[src/rtl/fifo_pkg.sv]
// Shared types and constants for the synchronous FIFO family used by the UART datapath.
package fifo_pkg;

    typedef enum logic {FIFO_STD, FIFO_FWFT} fifo_mode_e;

    localparam int UART_TX_DATA_WIDTH = 8;
    localparam int UART_TX_FIFO_DEPTH = 16;
    localparam int UART_RX_DATA_WIDTH = 8;
    localparam int UART_RX_FIFO_DEPTH = 16;

    function automatic bit is_pow2(input int value);
        return (value >= 2) && ((value & (value - 1)) == 0);
    endfunction

endpackage

[src/rtl/fifo_mem.sv]
// Storage array for the FIFO: one synchronous write port, one asynchronous read port, no reset.
module fifo_mem #(
    parameter int DATA_WIDTH = 8,
    parameter int FIFO_DEPTH = 16,
    parameter int ADDR_WIDTH = $clog2(FIFO_DEPTH)
) (
    input  logic                  clk,
    input  logic                  wr_en,
    input  logic [ADDR_WIDTH-1:0] wr_addr,
    input  logic [DATA_WIDTH-1:0] wr_data,
    input  logic [ADDR_WIDTH-1:0] rd_addr,
    output logic [DATA_WIDTH-1:0] rd_data
);

    logic [DATA_WIDTH-1:0] mem [FIFO_DEPTH];

    always_ff @(posedge clk) begin
        if (wr_en) begin
            mem[wr_addr] <= wr_data;
        end
    end

    assign rd_data = mem[rd_addr];

endmodule

[src/rtl/fifo_sync_flags.sv]
// Synchronous FIFO with programmable almost-full/empty thresholds, sticky error flags,
// write-through-when-full and a per-instance choice of registered or first-word-fall-through read.
module fifo_sync_flags
    import fifo_pkg::*;
#(
    parameter int         DATA_WIDTH = 8,
    parameter int         FIFO_DEPTH = 16,
    parameter int         AF_THRESH  = 12,
    parameter int         AE_THRESH  = 4,
    parameter fifo_mode_e READ_MODE  = FIFO_STD,
    localparam int        ADDR_W     = $clog2(FIFO_DEPTH),
    localparam int        CNT_W      = ADDR_W + 1
) (
    input  logic                  clk,
    input  logic                  reset_b,
    input  logic                  clear,
    input  logic                  wr_en,
    input  logic [DATA_WIDTH-1:0] data_in,
    input  logic                  rd_en,
    output logic [DATA_WIDTH-1:0] data_out,
    output logic                  rd_valid,
    output logic [CNT_W-1:0]      data_count,
    output logic                  empty,
    output logic                  full,
    output logic                  almost_empty,
    output logic                  almost_full,
    output logic                  overflow,
    output logic                  underflow
);

    if (!is_pow2(FIFO_DEPTH)) begin : g_depth_chk
        $error("fifo_sync_flags: FIFO_DEPTH must be a power of 2 and >= 2");
    end
    if (AF_THRESH < 1 || AF_THRESH > FIFO_DEPTH) begin : g_af_chk
        $error("fifo_sync_flags: AF_THRESH must lie in 1..FIFO_DEPTH");
    end
    if (AE_THRESH < 0 || AE_THRESH > FIFO_DEPTH - 1) begin : g_ae_chk
        $error("fifo_sync_flags: AE_THRESH must lie in 0..FIFO_DEPTH-1");
    end

    logic [CNT_W-1:0]      wr_ptr;
    logic [CNT_W-1:0]      rd_ptr;
    logic [CNT_W-1:0]      count;
    logic                  overflow_q;
    logic                  underflow_q;
    logic                  rd_acc;
    logic                  wr_acc;
    logic [DATA_WIDTH-1:0] mem_rd_data;
    logic [CNT_W-1:0]      ptr_diff;

    assign empty        = (count == '0);
    assign full         = (count == CNT_W'(FIFO_DEPTH));
    assign almost_empty = (count <= CNT_W'(AE_THRESH));
    assign almost_full  = (count >= CNT_W'(AF_THRESH));
    assign data_count   = count;
    assign overflow     = overflow_q;
    assign underflow    = underflow_q;

    // A full FIFO still takes a write when the same cycle frees a slot.
    assign rd_acc = rd_en & ~empty;
    assign wr_acc = wr_en & (~full | rd_acc);

    always_ff @(posedge clk or negedge reset_b) begin
        if (!reset_b) begin
            wr_ptr      <= '0;
            rd_ptr      <= '0;
            count       <= '0;
            overflow_q  <= 1'b0;
            underflow_q <= 1'b0;
        end else if (clear) begin
            wr_ptr      <= '0;
            rd_ptr      <= '0;
            count       <= '0;
            overflow_q  <= 1'b0;
            underflow_q <= 1'b0;
        end else begin
            if (wr_acc) begin
                wr_ptr <= wr_ptr + 1'b1;
            end
            if (rd_acc) begin
                rd_ptr <= rd_ptr + 1'b1;
            end
            case ({wr_acc, rd_acc})
                2'b10:   count <= count + 1'b1;
                2'b01:   count <= count - 1'b1;
                default: count <= count;
            endcase
            if (wr_en && !wr_acc) begin
                overflow_q <= 1'b1;
            end
            if (rd_en && empty) begin
                underflow_q <= 1'b1;
            end
        end
    end

    fifo_mem #(
        .DATA_WIDTH (DATA_WIDTH),
        .FIFO_DEPTH (FIFO_DEPTH),
        .ADDR_WIDTH (ADDR_W)
    ) u_mem (
        .clk     (clk),
        .wr_en   (wr_acc & ~clear),
        .wr_addr (wr_ptr[ADDR_W-1:0]),
        .wr_data (data_in),
        .rd_addr (rd_ptr[ADDR_W-1:0]),
        .rd_data (mem_rd_data)
    );

    if (READ_MODE == FIFO_STD) begin : g_std
        logic [DATA_WIDTH-1:0] data_q;
        logic                  rd_valid_q;

        always_ff @(posedge clk or negedge reset_b) begin
            if (!reset_b) begin
                data_q     <= '0;
                rd_valid_q <= 1'b0;
            end else if (clear) begin
                data_q     <= '0;
                rd_valid_q <= 1'b0;
            end else begin
                rd_valid_q <= rd_acc;
                if (rd_acc) begin
                    data_q <= mem_rd_data;
                end
            end
        end

        assign data_out = data_q;
        assign rd_valid = rd_valid_q;
    end else begin : g_fwft
        assign data_out = mem_rd_data;
        assign rd_valid = ~empty;
    end

    // The wrap bits make the pointer distance equal the occupancy, including when full.
    assign ptr_diff = wr_ptr - rd_ptr;

    a_ptr_count: assert property (@(posedge clk) disable iff (!reset_b) ptr_diff == count);

endmodule

[config.mk]
export PLATFORM = sky130hd
export DESIGN_NAME = fifo_sync_flags
export DESIGN_NICKNAME = d
export VERILOG_FILES = /design/src/rtl/fifo_pkg.sv /design/src/rtl/fifo_mem.sv /design/src/rtl/fifo_sync_flags.sv
export SDC_FILE = /design/constraint.sdc
export NUM_CORES = 1
export LEC_CHECK = 0
export CORE_MARGIN = 2
export CORE_UTILIZATION = 35
export DETAILED_ROUTE_END_ITERATION = 7
export GPL_TIMING_DRIVEN = 1
export HOLD_SLACK_MARGIN = 0.12
export PLACE_DENSITY = 0.51
export SLEW_MARGIN = 40
export SYNTH_ARGS = -nofsm -noshare
export SYNTH_HDL_FRONTEND = slang
export SYNTH_SLANG_ARGS = --single-unit
[constraint.sdc]
create_clock -name clk -period 5.3 [get_ports clk]
set_input_delay 1.325 -clock clk [delete_from_list [all_inputs] [get_ports clk]]
set_output_delay 1.325 -clock clk [all_outputs]
set_load 0.005 [all_outputs]
[Yosys cells after proc, flatten, opt, wreduce, memory -nomap -nowiden]
Memories as Yosys holds them, arrays and structs flattened.
Cells that the tools add are included.
Word-level totals
  flip-flop bits (word level): 26
  RAM bits: 128
  logic and storage cells: 48
  memories kept: 1
Memory list
  u_mem.mem: words 16, bits a word 8, read ports 1, clocked after memory_dff 0, write ports 1, RTL line fifo_mem.sv:15  | logic [DATA_WIDTH-1:0] mem [FIFO_DEPTH];
Cells by class
  add/sub/neg operators: 4
  order comparisons: 2
  equal/unequal tests: 3
  multiplexer cells: 15
  bitwise operators: 7
  reductions and logical operators: 9
Operators by type and width (number)
  5-bit 2-to-1 mux: 5
  8-bit 2-to-1 mux: 2
  5-bit by 1-bit adder with 5-bit output (second input constant): 3
  5-bit case mux with 2 select lines: 1
  2-bit nonzero test: 4
  1-bit 2-to-1 mux: 7
  5-bit == test (second input constant): 1
  5-bit by 4-bit >= comparator with 1-bit output (second input constant): 1
  5-bit by 3-bit less-or-equal comparator with 1-bit output (second input constant): 1
  5-bit logical NOT: 1
  5-bit by 1-bit subtractor with 5-bit output (second input constant): 1
  1-bit bitwise AND: 3
  1-bit inverter: 3
  3-bit nonzero test: 1
  2-bit by 1-bit == test with 1-bit output (second input constant): 1
  2-bit == test (second input constant): 1
  1-bit logical AND: 2
  1-bit logical NOT: 1
  1-bit OR: 1

[Longest topological paths before layout]
  word-level depth: 9
  mapped depth: 11

[Cells and area by module]
A second synthesis with hierarchy kept.
Unflattened totals
  cells, all modules: 357
  area, all modules: 6278.5 um^2
By module, submodules not included
  fifo_mem: times used 1, cells an instance 221, area an instance 4987.3 um^2, sequential area each 3843.7 um^2
  fifo_sync_flags: times used 1, cells an instance 136, area an instance 1291.2 um^2, sequential area each 600.6 um^2

[Worst setup path before layout]
No wires, ideal clock.
  path kind: input to register
  from: input rd_en
  to: register count[4] (netlist: data_count[4])
  setup time: 0.132 ns
  data arrival time: 3.018 ns
  slack: 2.150 ns
  stages on the path: 9
  cells stage by stage: buf_2 o21a_1 nand2_1 fa_1 nand2b_1 a21oi_1 mux2i_1 o221a_2 nor2_1
Between the ends
  longest elaborated chain between the ends: 6
RTL lines
  start, declared: RTL line fifo_sync_flags.sv:19  | input logic rd_en,
  1-bit bitwise AND (*): RTL line fifo_sync_flags.sv:60  | assign rd_acc = rd_en & ~empty;
  1-bit OR: RTL line fifo_sync_flags.sv:61  | assign wr_acc = wr_en & (~full | rd_acc);
  1-bit bitwise AND: RTL line fifo_sync_flags.sv:61
  2-bit by 1-bit == test with 1-bit output / 2-bit == test (equally long branches): RTL line fifo_sync_flags.sv:83  | case ({wr_acc, rd_acc})
  5-bit case mux with 2 select lines: RTL line fifo_sync_flags.sv:83
  5-bit 2-to-1 mux: RTL line fifo_sync_flags.sv:70  | end else if (clear) begin
  end signal, assigned: RTL line fifo_sync_flags.sv:84  | 2'b10: count <= count + 1'b1;
  end signal, assigned: RTL line fifo_sync_flags.sv:85  | 2'b01: count <= count - 1'b1;
  end signal, assigned: RTL line fifo_sync_flags.sv:86  | default: count <= count;
  end, declared: RTL line fifo_sync_flags.sv:43  | logic [CNT_W-1:0] count;
Every way passes the cells marked *; elsewhere a longest branch is shown, timed or not.
A chain may end at the register's enable or synchronous reset.

[Worst setup path after layout]
  from: register count[0] (netlist: data_count[0])
  to: output empty
Between the ends
  longest elaborated chain between the ends: 1
RTL lines
  5-bit logical NOT: RTL line fifo_sync_flags.sv:51  | assign empty = (count == '0);
  end, declared: RTL line fifo_sync_flags.sv:23  | output logic empty,
Every way passes these cells.

==> impl_metrics.json <==
{
  "clock_latency_ns": 0.42,
  "required_ns": 3.97,
  "async_flop_share": 0.158,
  "antenna_found_initial": 0,
  "worst_path_largest_cell_delay_ns": 0.73,
  "r2r_slack_ns": 2.28,
  "cts.path.max_buffers": 2,
  "ant_nets": 0,
  "wl_um": 12700,
  "end_kind": "output pin",
  "hold_path_depth": 2,
  "crit_slowest_cell": "or4_1",
  "cts-root-buf": "clkbuf_16",
  "viasPerCell": 5.09,
  "yosysTopAreaCell": "edfxtp_1",
  "post-cts-setup-buffer-count": 0,
  "port_buffers": 32,
  "ios": 33,
  "ys_top_cells_by_area": "edfxtp_1, mux4_2, dfrtp_1",
  "powerDensity_nw_per_um2": 404,
  "tns_ns": 0,
  "numClockSinks": 152,
  "fin_area_sq_um": 7380,
  "dpl_cell_area_sq_um": 6820,
  "yosys_register_bits": 152,
  "synth_cell_types": 43,
  "diodes": 0,
  "drv_slew": 0,
  "first_iter_violations": 292,
  "grt_pass1_wl_um": 19600,
  "power_mw": 2.98,
  "p_leak_nw": 2.43,
  "cts.repair.resized": 0,
  "crit_chain": "or4_1 > nor2_1 > clkdlybuf4s50_1",
  "hold_viol": 0,
  "worstMarginPinSlew_ns": 0.686,
  "cp_data_arrival_time_ns": 2.33,
  "globalplace.congestion": 0.805,
  "r2r_end": "data_count[4]",
  "hold_path.startpoint": "overflow",
  "status": "completed",
  "cts_tree": "done",
  "initial_core_util": 0.360,
  "ctsHoldBuffers": 0,
  "dp_hpwl_um": 7800,
  "layout.cells.most_common_list": "edfxtp_1, mux4_2, clkdlybuf4s50_1",
  "grt_pass1_vias": 3323,
  "dieArea_sq_um": 19000,
  "grt_max_degree": 35,
  "start_kind": "flop",
  "r2r_start": "data_count[0]",
  "core_area_sq_um": 17400,
  "cts_inserted_buffers": 17,
  "ys_seq_area_frac": 0.708,
  "finalCritPeriodShare": 0.689,
  "final.setup_skew_ns": 0.00689,
  "post-route-drc-count": 0,
  "synthFlopType": "edfxtp_1",
  "critPathKind": "reg2out",
  "hp-class": "reg2reg",
  "synth_warnings": 0,
  "cap_viol_max_count": 0,
  "final_common_cell": "edfxtp_1",
  "h-tree-depth": 4,
  "synth_edf_count": 128,
  "vias": 3143,
  "relSlewSlack": 0.536,
  "syn2layout_area_growth_pct": 17.6,
  "die_h_um": 138,
  "min_period_ns": 3.65,
  "rows": 48,
  "reg2reg_depth": 10,
  "clk_pin_slew_ns": 0.06,
  "syn-num-nets": 365,
  "rsz0062_at_grt": "no",
  "overflow": 0,
  "vdd_drop_max_mv": 0.236,
  "max_freq_ghz": 0.274,
  "drive_gt1_frac": 0.209,
  "synth_top_cell_area_share": 0.613,
  "wl_per_cell_um": 20.6,
  "syn_avg_cell_area_sq_um": 18.3,
  "die_x_um": 138,
  "synth_area_sq_um": 6270,
  "min_to": "overflow",
  "firstDrtPassIters": 4,
  "synthCells": 343,
  "grt_usage": 0.148,
  "nets": 402,
  "cp_max_fo": 10,
  "setup_viol_count_final": 0
}
[cell families (layout without fill, tap and decap cells)]
family	after synthesis	after routing	synth area share
flops	152	152	0.708
simple gates	69	69	0.0616
mux	55	55	0.152
buf+inv	27	77	0.0195
compound gates	23	23	0.0277
fa+ha+maj	9	9	0.0191
xor+xnor	8	8	0.0112
[critical path, delay by kind of cell, from the launching register on]
kind                   cells  cell delay, ns
and+or+nand+nor            2            0.93
buffers and inverters      1            0.52
DFF                        1            0.46
[Yosys cell counts, types with 2 or more instances]
master and number:
a21oi_1 5, mux2_2 4, buf_2 8, nor2_1 20, dfrtp_1 24, nand3b_1 8
clkbuf_1 8, ha_1 8, o21ai_0 3, and2_1 11, edfxtp_1 128, nand2b_1 2
inv_1 8, mux4_2 32, nand2_1 7, nor2_2 2, o221ai_1 8, xnor2_1 3
o21a_1 2, nor3_1 3, xor2_1 5, mux2i_1 19, nand3_1 2, and3_1 4
[where the power goes]
| group | switching, mW | internal (mW) | leakage [nW] | total, mW |
|---|---|---|---|---|
| registers | 0.0699 | 1.35 | 1.47 | 1.42 |
| logic | 0.197 | 0.219 | 0.691 | 0.416 |
| clock network | 0.495 | 0.651 | 0.261 | 1.15 |
| total | 0.761 | 2.22 | 2.43 | 2.98 |
[sequential cells by signal (all words and copies together), names as in the netlist]
| name | cells |
|---|---|
| u_mem.mem | 128 |
| data_out | 8 |
| rd_ptr | 4 |
| rd_valid | 1 |
| underflow | 1 |
| data_count | 5 |
| wr_ptr | 4 |
| overflow | 1 |
[final cells by class]
type | instances | area [sq um]
clock buffer | 19 | 433
tap | 225 | 282
clock inverter | 13 | 123
sequential | 152 | 4450
inverter | 8 | 30.0
multi-input combinational | 164 | 1710
timing repair buffer | 37 | 358
fill | 1556 | 10000
[worst max-delay path by stage]
stage	from	endpoint	slack (ns)	cells after the start
2_1_floorplan	rd_en	data_count[4]	2.15	9
3_3_place_gp	rd_en	data_count[4]	1.52	9
3_5_place_dp	rd_en	data_count[4]	1.48	9
4_1_cts	data_count[1]	empty	1.63	3
5_1_grt	data_count[0]	empty	1.49	3
6_report	data_count[0]	empty	1.65	3
[per-stage QoR]
| stage | setup slack (ns) | hold slack (ns) | instances | util |
|---|---|---|---|---|
| after global placement | 1.52 | 0.491 | 586 | 0.392 |
| after CTS | 1.63 | 0.513 | 618 | 0.424 |
| after global routing | 1.49 | 0.546 | 618 | 0.424 |
| final | 1.65 | 0.500 | 618 | 0.424 |
| after detailed placement | 1.48 | 0.500 | 586 | 0.392 |
| after floorplan | 2.15 | 0.486 | 343 | - |
[layer usage]
metal | GRT usage | up-vias | wire length, um
met5 | 0 | - | 0
met4 | 0.0567 | 0 | 188
met3 | 0.0373 | 16 | 498
met2 | 0.247 | 80 | 6420
met1 | 0.185 | 1615 | 5620
li1 | - | 1432 | -
(Power assumes the default switching activity.)
